<file path="config.mk">
export PLATFORM = sky130hd
export DESIGN_NAME = cntr_universal
export DESIGN_NICKNAME = d
export VERILOG_FILES = /design/src/rtl/cntr_universal.sv
export SDC_FILE = /design/constraint.sdc
export NUM_CORES = 1
export LEC_CHECK = 0
export CAP_MARGIN = 0
export CORE_AREA = 4 4 72 61
export CTS_CLUSTER_SIZE = 12
export DETAILED_ROUTE_END_ITERATION = 8
export DIE_AREA = 0 0 76 65
export GPL_TIMING_DRIVEN = 0
export PLACE_DENSITY = 0.87
export REMOVE_ABC_BUFFERS = 1
export SYNTH_ARGS = -nofsm -noshare
export SYNTH_HDL_FRONTEND = slang
export SYNTH_SLANG_ARGS = --single-unit
</file>
<file path="constraint.sdc">
create_clock -name clk -period 3.6 [get_ports clk]
set_input_delay 0.72 -clock clk [delete_from_list [all_inputs] [get_ports clk]]
set_output_delay 0.72 -clock clk [all_outputs]
set_load 0.03 [all_outputs]
</file>
<file path="src/rtl/cntr_universal.sv">
// Parametrised universal counter: enable, clear, load, up/down, programmable
// terminal value, wrap/saturate, terminal-count pulse, sticky overflow, Gray copy.
module cntr_universal #(
    parameter int N = 8
) (
    input  logic         clk,
    input  logic         reset,
    input  logic         en,
    input  logic         clr,
    input  logic         load,
    input  logic [N-1:0] load_val,
    input  logic         up_dn,
    input  logic         sat,
    input  logic [N-1:0] max_val,
    output logic [N-1:0] cntr_out,
    output logic [N-1:0] gray_out,
    output logic         tc,
    output logic         ovf
);

    logic [N-1:0] cnt_nxt;
    logic         bnd_evt;

    // Boundary detection is by comparison against max_val, never by carry.
    always_comb begin
        cnt_nxt = cntr_out;
        bnd_evt = 1'b0;
        if (clr) begin
            cnt_nxt = '0;
        end else if (load) begin
            cnt_nxt = (load_val > max_val) ? max_val : load_val;
        end else if (en) begin
            if (up_dn) begin
                if (cntr_out < max_val) begin
                    cnt_nxt = cntr_out + 1'b1;
                end else begin
                    bnd_evt = 1'b1;
                    cnt_nxt = sat ? max_val : '0;
                end
            end else begin
                if (cntr_out > max_val) begin
                    cnt_nxt = max_val;
                end else if (cntr_out != '0) begin
                    cnt_nxt = cntr_out - 1'b1;
                end else begin
                    bnd_evt = 1'b1;
                    cnt_nxt = sat ? '0 : max_val;
                end
            end
        end
    end

    always_ff @(posedge clk or negedge reset) begin
        if (!reset) begin
            cntr_out <= '0;
            gray_out <= '0;
            tc       <= 1'b0;
            ovf      <= 1'b0;
        end else begin
            cntr_out <= cnt_nxt;
            gray_out <= cnt_nxt ^ (cnt_nxt >> 1);
            tc       <= bnd_evt;
            ovf      <= clr ? 1'b0 : (ovf | bnd_evt);
        end
    end

endmodule

</file>
==> summary.txt, run 1 <==
Ports: 41
Clock insertion delay at the later pin of the skew report: 0.25 ns
Dominant combinational cell family by area after synthesis: compound AO/OA/AOI/OAI gates
Top layer used by detailed routing: met4
Worst min-delay path startpoint: ovf
Worst Path Buf+Inv: 2
Die extent in y: 65 µm
Summed area of non-filler cells in the final layout: 0.002257 mm²
Number of rows in the core area: 20
Proportion of netlist area held by the largest area contributor: 23.71%
Leading register cell type out of synthesis: dfrtp_1
Clock Pin Slew Worst Setup and Hold Paths: 0.06 ns
Nets: 281
Share of the yosys chip area belonging to registers: 23.71%
Data arrival time of the worst path: 3.62 ns
Worst-case setup slack after placement: -0.3333 ns
Drc violations: 0
Fin Setup TNS: 0 ns
Req. time, crit path: 3.76 ns
Max Clk Rate: 289.4 MHz
Critical path cell sequence: clkdlybuf4s50_1 -> inv_1 -> ha_1 -> a21oi_1 -> o21ai_4 -> o21ai_1 -> and2_2 -> a221oi_1 -> a311o_1 -> a221oi_4 -> xor2_1
Antenna violations before repair: 0
First-pass iteration count of the detailed router: 6
Startpoint Class: input port
Slack of the worst reg-to-reg path: 0.70 ns
Post-synthesis instance total: 206
CP max FO: 9
Cell area after synthesis: 0.001794 mm²
Path category of the worst min-delay check: flip-flop to flip-flop
Area post-placement: 0.002181 mm²
Total via count in the routed design: 1728
Number of DRC markers after the initial detailed-route iteration: 158
Worst Tran Pin Value: 0.8884 ns
Cell count of the worst reg-to-reg path: 9
DPL Wire Length: 3599 µm
Xor/xnor cell area share of the yosys netlist: 8.787%
Total met3 wirelength after detailed routing: 325 µm
Final core utilization: 61.36%
Die Outline Area: 0.004940 mm²
Leakage power summed over all cells: 0.9500 nW
GRT Resource Usage Total: 18.85%
Final weighted congestion of routability-driven global placement: 0.9362
M1 wire length: 2031 µm
Power per unit of standard cell area: 343.7 mW/mm²
Average cell area after synthesis: 8.710 µm²
Area taken by multi-input logic gates: 0.001279 mm²
CP max-delay cell: clkdlybuf4s50_1
Placeable Area: 0.003679 mm²
Sink count of the clock tree: 17
Num CTS Buffers: 3
Portion of the clock cycle consumed by the worst path in the final layout: 95.99%
Number of synthesized flops with an enable pin: 0
Maxcap violations: 0
Most instantiated cells after synthesis: 24 x nor2_1, 19 x ha_1, 18 x a21oi_1
Total area of sequential cells: 425.4 µm²
Share of synthesized area spent on multiplexers: 2.301%
Total Wirelength: 4535 µm
Hold violation total from the final report: 0
Run status: finished, final reports clean
Sum of overflow across all layers after global routing: 0
Max-slew violations: 0
TritonCTS clock tree: yes
Synth top area cells: dfrtp_1 24%, ha_1 13%, a221oi_4 7.3%
Number of H-tree branching levels: 1
Clock buffer depth: 2
Synthesized-area fraction occupied by ao, oa, aoi and oai cells: 29.64%
Hold worst-path end: ovf
Diode insertion count for antenna repair: 0
Initial core utilization: 48.78%
Total of buffers placed on input and output ports: 40
Element type at the critical path end: flip-flop
Die Span X: 76 µm
Worst rel slew slack: 40.59%
Worst path setup slack after routing: 0.1445 ns
Via count of the first global-routing pass: 1638
Warnings from Yosys: 0
Post-CTS Setup Repair Bufs: 0
Synth-to-Final Area Change: 25.80%
Final-report setup violation count: 0
First-pass GRT wire length: 7748 µm
Via-to-Cell Ratio: 6.128
CP Class: input port to flip-flop
Most frequent cell after synthesis: nor2_1
Area share of fa/ha/maj cells after synthesis: 13.25%
Fraction of layout instances using a drive strength above 1: 7.983%
Flip-flop and latch count after synthesis: 17
Clock root buffer master: clkbuf_8
Min Hold Slack: 0.5217 ns
Routed length on met2: 2169 µm
Number of distinct library cells after synthesis: 43
Biggest area consumer among synthesized cells: dfrtp_1
Antenna-violating nets left: 0
Clock skew after layout: 0.005067 ns
Final-layout fill cell count: 330
Largest delay contributor family on the critical path: compound AO/OA/AOI/OAI gates
Post-route minimum period: 3.456 ns
Critical R2R Capture: gray_out[3]
Maximum single-stage delay on the critical path: 0.53 ns
Reg-to-Reg Start: cntr_out[5]
Area share of and/or/nand/nor cells after synthesis: 15.55%
Hold Crit Depth: 1
Worst-case vdd ir drop: 0.2607 mV
Asr flop ratio synth: 100.0%
WL per Instance: 16.08 µm
Maximum number of pins on one net before global-route repair: 18
-- worst reg2reg max path, stage by stage (launching register included) --
cell and delay (ns):
dfrtp_1 0.54, ha_1 0.32, a21oi_1 0.25, o21ai_4 0.15, o21ai_1 0.19, and2_2 0.31
a221oi_1 0.11, a311o_1 0.38, a221oi_4 0.36, xor2_1 0.20
-- how the worst max path moves through the flow --
| stage | slack (ns) | startpoint | to | depth (start not counted) |
|---|---|---|---|---|
| after global placement | -0.27 | max_val[1] | gray_out[4] | 11 |
| after detailed placement | -0.33 | max_val[1] | gray_out[3] | 11 |
| final | 0.14 | max_val[7] | gray_out[3] | 11 |
| after CTS | 0.04 | max_val[7] | gray_out[3] | 11 |
| after global routing | -0.006 | max_val[7] | gray_out[3] | 11 |
| after floorplan | 0.69 | max_val[1] | gray_out[4] | 10 |
-- repair_timing --
item	CTS	global route
hold buffers	0	0
setup endpoints to repair	4	7
resized for setup	1	6
gates cloned	0	1
pin swaps	0	1
-- kinds of logic (layout without fill, tap and decap cells) --
kind of cell | after synthesis | in the layout
buf+inv | 27 | 58
flops | 17 | 17
compound gates | 60 | 60
mux | 4 | 4
fa+ha+maj | 19 | 19
xor+xnor | 18 | 18
simple gates | 61 | 62
-- metal layers --
metal	vias to the layer above	GRT usage, %
met3	2	4.722
met2	75	31.52
li1	821	-
met5	-	0
met4	0	1.778
met1	830	25.43
-- per-stage QoR --
step           cells  power, mW
2_1_floorplan    193     0.4861
3_3_place_gp     277     0.6209
3_5_place_dp     277     0.6306
4_1_cts          281     0.7714
5_1_grt          282     0.8313
6_report         282     0.7758
-- final cells by class --
type                       instances  share of cell area (%)
tap                               44                   2.439
inverter                          14                   2.328
sequential                        17                   18.85
clock buffer                       4                   1.996
timing repair buffer              40                   17.74
multi-input combinational        163                   56.65
-- state kept, by name, summed over array words and instances (netlist names) --
signal,flops
cntr_out,8
gray_out,7
ovf,1
tc,1
-- placed cells by master (no fill, tap or decap), types with 2 or more instances in the layout --
cell type | synthesis | routed
clkdlybuf4s50_1 | 0 | 40
nor2_1 | 24 | 23
ha_1 | 19 | 19
a21oi_1 | 18 | 17
dfrtp_1 | 17 | 17
nand2_1 | 15 | 15
inv_1 | 13 | 13
xor2_1 | 10 | 10
xnor2_1 | 8 | 8
a221oi_1 | 7 | 7
o211ai_1 | 6 | 6
nand3_1 | 5 | 5
a311o_1 | 5 | 5
a221oi_4 | 5 | 5
nor3_1 | 4 | 4
a31oi_1 | 4 | 4
nand4_1 | 3 | 3
nand2b_1 | 3 | 3
mux2i_1 | 3 | 3
clkbuf_8 | 0 | 3
and3_1 | 2 | 2
a211o_1 | 2 | 2
-- power breakdown --
part           switching, mW  internal (mW)  leakage [nW]  total (mW)
combinational          0.223          0.168         0.710       0.391
sequential            0.0308          0.215         0.217       0.246
clock                 0.0602         0.0784        0.0228       0.139
(Power assumes the default switching activity.)
==> run 2: changes to the inputs <==
--- a/config.mk
+++ b/config.mk
@@ -5,13 +5,15 @@
 export SDC_FILE = /design/constraint.sdc
 export NUM_CORES = 1
 export LEC_CHECK = 0
+export ABC_CLOCK_PERIOD_IN_PS = 3600
 export CAP_MARGIN = 0
 export CORE_AREA = 4 4 72 61
 export CTS_CLUSTER_SIZE = 12
 export DETAILED_ROUTE_END_ITERATION = 8
 export DIE_AREA = 0 0 76 65
+export DONT_BUFFER_PORTS = 1
 export GPL_TIMING_DRIVEN = 0
-export PLACE_DENSITY = 0.87
+export PLACE_DENSITY = 0.73
 export REMOVE_ABC_BUFFERS = 1
 export SYNTH_ARGS = -nofsm -noshare
 export SYNTH_HDL_FRONTEND = slang
==> run 2 against run 1 <==
  * Worst setup slack better by 0.11 ns
  * Clock-buffer cell count unchanged
  * Die area unchanged
  * Cell count decreased by 15%
  * Maximum frequency rose by 3.4%
  * Via count is 14% lower
  * Sequential power is 23% higher
  * First-iteration DRC count is 34% lower
  * Register-to-register slack lost 0.44 ns
  * Critical path type is now flip-flop to flip-flop
  * Critical endpoint unchanged
  * Largest cell class unchanged
  * Largest power group is now registers
==> summary.txt, run 2 (synthesis gave the netlist of run 1 again) <==
Sink count of the clock tree: 17 (unchanged)
Summed area of non-filler cells in the final layout: 0.001826 mm² (was 0.002257 mm²)
Flip-flop count of the largest register after layout: 8 (unchanged)
Hold violation total from the final report: 0 (unchanged)
GRT Resource Usage Total: 17.86% (was 18.85%)
Placeable Area: 0.003679 mm² (unchanged)
Slack of the worst reg-to-reg path: 0.26 ns (was 0.70 ns)
Cell count of the worst reg-to-reg path: 9 (unchanged)
Power per unit of standard cell area: 367.8 mW/mm² (was 343.7 mW/mm²)
First-pass GRT wire length: 7210 µm (was 7748 µm)
Maximum number of pins on one net before global-route repair: 18 (unchanged)
Commonest non-fill, non-tap cell in the layout: nor2_1 (was clkdlybuf4s50_1)
Max-slew violations: 0 (unchanged)
Total of buffers placed on input and output ports: 0 (was 40)
Worst rel slew slack: 50.95% (was 40.59%)
CP max FO: 9 (unchanged)
Number of rows in the core area: 20 (unchanged)
Clock Pin Slew Worst Setup and Hold Paths: 0.06 ns (about the same)
Path category of the worst min-delay check: input port to async pin (was flip-flop to flip-flop)
Final-report setup violation count: 0 (unchanged)
Fraction of layout instances using a drive strength above 1: 6.599% (was 7.983%)
Worst-case setup slack after placement: 0.2548 ns (was -0.3333 ns)
Clock buffer depth: 2 (unchanged)
Die Span X: 76 µm (unchanged)
Startpoint Class: flip-flop (was input port)
Total Wirelength: 4395 µm (was 4535 µm)
Setup repair after global routing missed its margin: no
Initial core utilization: 48.78% (unchanged)
Nets: 240 (was 281)
Post-route minimum period: 3.343 ns (was 3.456 ns)
Run status: finished, final reports clean (unchanged)
Ports: 41 (unchanged)
Diode insertion count for antenna repair: 0 (unchanged)
Data arrival time of the worst path: 3.51 ns (was 3.62 ns)
Worst setup path startpoint: cntr_out[7] (was max_val[7])
Max Clk Rate: 299.1 MHz (was 289.4 MHz)
Worst Path Buf+Inv: 0 (was 2)
Via-to-Cell Ratio: 6.170 (was 6.128)
DPL Wire Length: 3487 µm (was 3599 µm)
Critical path cell sequence: ha_1 -> a21oi_1 -> o21ai_1 -> o21ai_1 -> and2_1 -> a221oi_1 -> a311o_1 -> a221oi_4 -> xor2_1 (was clkdlybuf4s50_1 -> inv_1 -> ha_1 -> a21oi_1 -> o21ai_4 -> o21ai_1 -> and2_2 -> a221oi_1 -> a311o_1 -> a221oi_4 -> xor2_1)
Largest delay contributor family on the critical path: compound AO/OA/AOI/OAI gates (unchanged)
Worst path setup slack after routing: 0.2565 ns (was 0.1445 ns)
Clock skew after layout: 0.0008757 ns (was 0.005067 ns)
Largest registers ranked by flip-flop count: cntr_out (8), gray_out (7) (unchanged)
Antenna violations before repair: 0 (unchanged)
Area post-placement: 0.001780 mm² (was 0.002181 mm²)
Post-CTS Setup Repair Bufs: 0 (unchanged)
Register with the highest flop count: cntr_out (unchanged)
Drc violations: 0 (unchanged)
Final weighted congestion of routability-driven global placement: 0.8701 (was 0.9362)
Maximum single-stage delay on the critical path: 0.82 ns (was 0.53 ns)
Hold buffer count at cts: 0 (unchanged)
WL per Instance: 18.24 µm (was 16.08 µm)
Die Outline Area: 0.004940 mm² (unchanged)
Portion of the clock cycle consumed by the worst path in the final layout: 92.87% (was 95.99%)
TritonCTS clock tree: yes (unchanged)
Number of DRC markers after the initial detailed-route iteration: 105 (was 158)
CP Class: flip-flop to flip-flop (was input port to flip-flop)
Clock root buffer master: clkbuf_8 (unchanged)
Worst-case vdd ir drop: 0.2187 mV (was 0.2607 mV)
Number of H-tree branching levels: 1 (unchanged)
CP max-delay cell: dfrtp_1 (was clkdlybuf4s50_1)
Cell seen most often among critical-path stages: o21ai_1
Via count of the first global-routing pass: 1368 (was 1638)
Total via count in the routed design: 1487 (was 1728)
Worst Tran Pin Value: 0.7358 ns (was 0.8884 ns)
Reg-to-Reg Start: cntr_out[7] (was cntr_out[5])
First-pass iteration count of the detailed router: 4 (was 6)
Resize count post-CTS: 0 (was 1)
Cell depth of the worst setup path: 9 (was 11)
Final core utilization: 49.63% (was 61.36%)
Die extent in y: 65 µm (unchanged)
Req. time, crit path: 3.77 ns (was 3.76 ns)
Sum of overflow across all layers after global routing: 0 (unchanged)
Antenna-violating nets left: 0 (unchanged)
Synth-to-Final Area Change: 1.743% (was 25.80%)
Num CTS Buffers: 3 (unchanged)
Element type at the critical path end: flip-flop (unchanged)
Clock insertion delay at the later pin of the skew report: 0.24 ns (was 0.25 ns)
Fin Setup TNS: 0 ns (unchanged)
Maxcap violations: 0 (unchanged)
Leakage power summed over all cells: 0.7897 nW (was 0.9500 nW)
Most frequent cells in the layout: 24 x nor2_1, 19 x ha_1, 18 x a21oi_1 (was 40 x clkdlybuf4s50_1, 23 x nor2_1, 19 x ha_1)
==> run 2: cell types whose count changed in the layout (fill, tap and decap cells not counted), sizes merged <==
cell | previous run | this run
nor2 | 25 | 24
clkdlybuf4s50 | 40 | 0
==> run 2: layout make-up <==
cell class,count,area (µm²)
Multi-Input combinational cell,162,1247
Tap cell,44,55.05
Sequential cell,17,425.4
Clock buffer,4,45.04
Fill cell,366,1853
Inverter,14,52.55
==> run 2: final timing paths <==
kind	endpoint
hold reg to reg	ovf
min in group clk	cntr_out[6]
setup reg to reg	gray_out[3]
setup / recovery	gray_out[3]
hold / removal	cntr_out[0]
max in group asynchronous	cntr_out[4]
==> run 2: worst register-to-register path, delay by kind of cell (launching register included) <==
| family | cells | cell delay, ns |
|---|---|---|
| AND/OR/NAND/NOR | 1 | 0.40 |
| XOR/XNOR | 1 | 0.17 |
| flip-flops | 1 | 0.82 |
| AO/OA/AOI/OAI | 6 | 1.49 |
| adder cells (fa/ha/maj) | 1 | 0.40 |
==> run 2: per-layer routing <==
| metal | wire length [µm] | GRT usage [%] | vias to the layer above |
|---|---|---|---|
| met5 | 0 | 0 | - |
| met4 | 12 | 0.6667 | 0 |
| met3 | 495 | 7.361 | 2 |
| met2 | 1878 | 26.82 | 69 |
| met1 | 2008 | 25.11 | 676 |
| li1 | - | - | 740 |
==> run 2: per-stage QoR <==
step | cells | power (mW) | hold WS (ns)
4_1_cts | 241 | 0.6758 | 0.1575
3_5_place_dp | 237 | 0.5373 | 0.4248
5_1_grt | 241 | 0.7171 | 0.1503
2_1_floorplan | 193 | 0.4861 | 0.4244
3_3_place_gp | 237 | 0.5334 | 0.4248
6_report | 241 | 0.6713 | 0.1644
==> run 2: power by group <==
| part | internal (mW) | total, mW | switching, mW |
|---|---|---|---|
| combinational | 0.102 | 0.233 | 0.131 |
| sequential | 0.215 | 0.302 | 0.0878 |
| clock | 0.0783 | 0.136 | 0.0576 |
| total | 0.395 | 0.671 | 0.276 |
==> run 3: changes to the inputs <==
--- a/config.mk
+++ b/config.mk
@@ -5,7 +5,7 @@
 export SDC_FILE = /design/constraint.sdc
 export NUM_CORES = 1
 export LEC_CHECK = 0
-export ABC_CLOCK_PERIOD_IN_PS = 3600
+export ABC_CLOCK_PERIOD_IN_PS = 4100
 export CAP_MARGIN = 0
 export CORE_AREA = 4 4 72 61
 export CTS_CLUSTER_SIZE = 12
==> constraint.sdc (replaced) <==
create_clock -name clk -period 4.1 [get_ports clk]
set_input_delay 0.82 -clock clk [delete_from_list [all_inputs] [get_ports clk]]
set_output_delay 0.82 -clock clk [all_outputs]
set_load 0.03 [all_outputs]
==> results of run 3 <==
Same layout as run 2 (identical final DEF). Status: finished, final reports clean.
Main changes from that run: setup slack after placement 0.2548 ns -> 0.6548 ns; setup slack after layout 0.2565 ns -> 0.7565 ns; hold slack 0.1644 ns -> 0.2644 ns; register-to-register setup slack 0.26 ns -> 0.76 ns; total power 0.6713 mW -> 0.5895 mW; worst IR drop on VDD 0.2187 mV -> 0.1920 mV
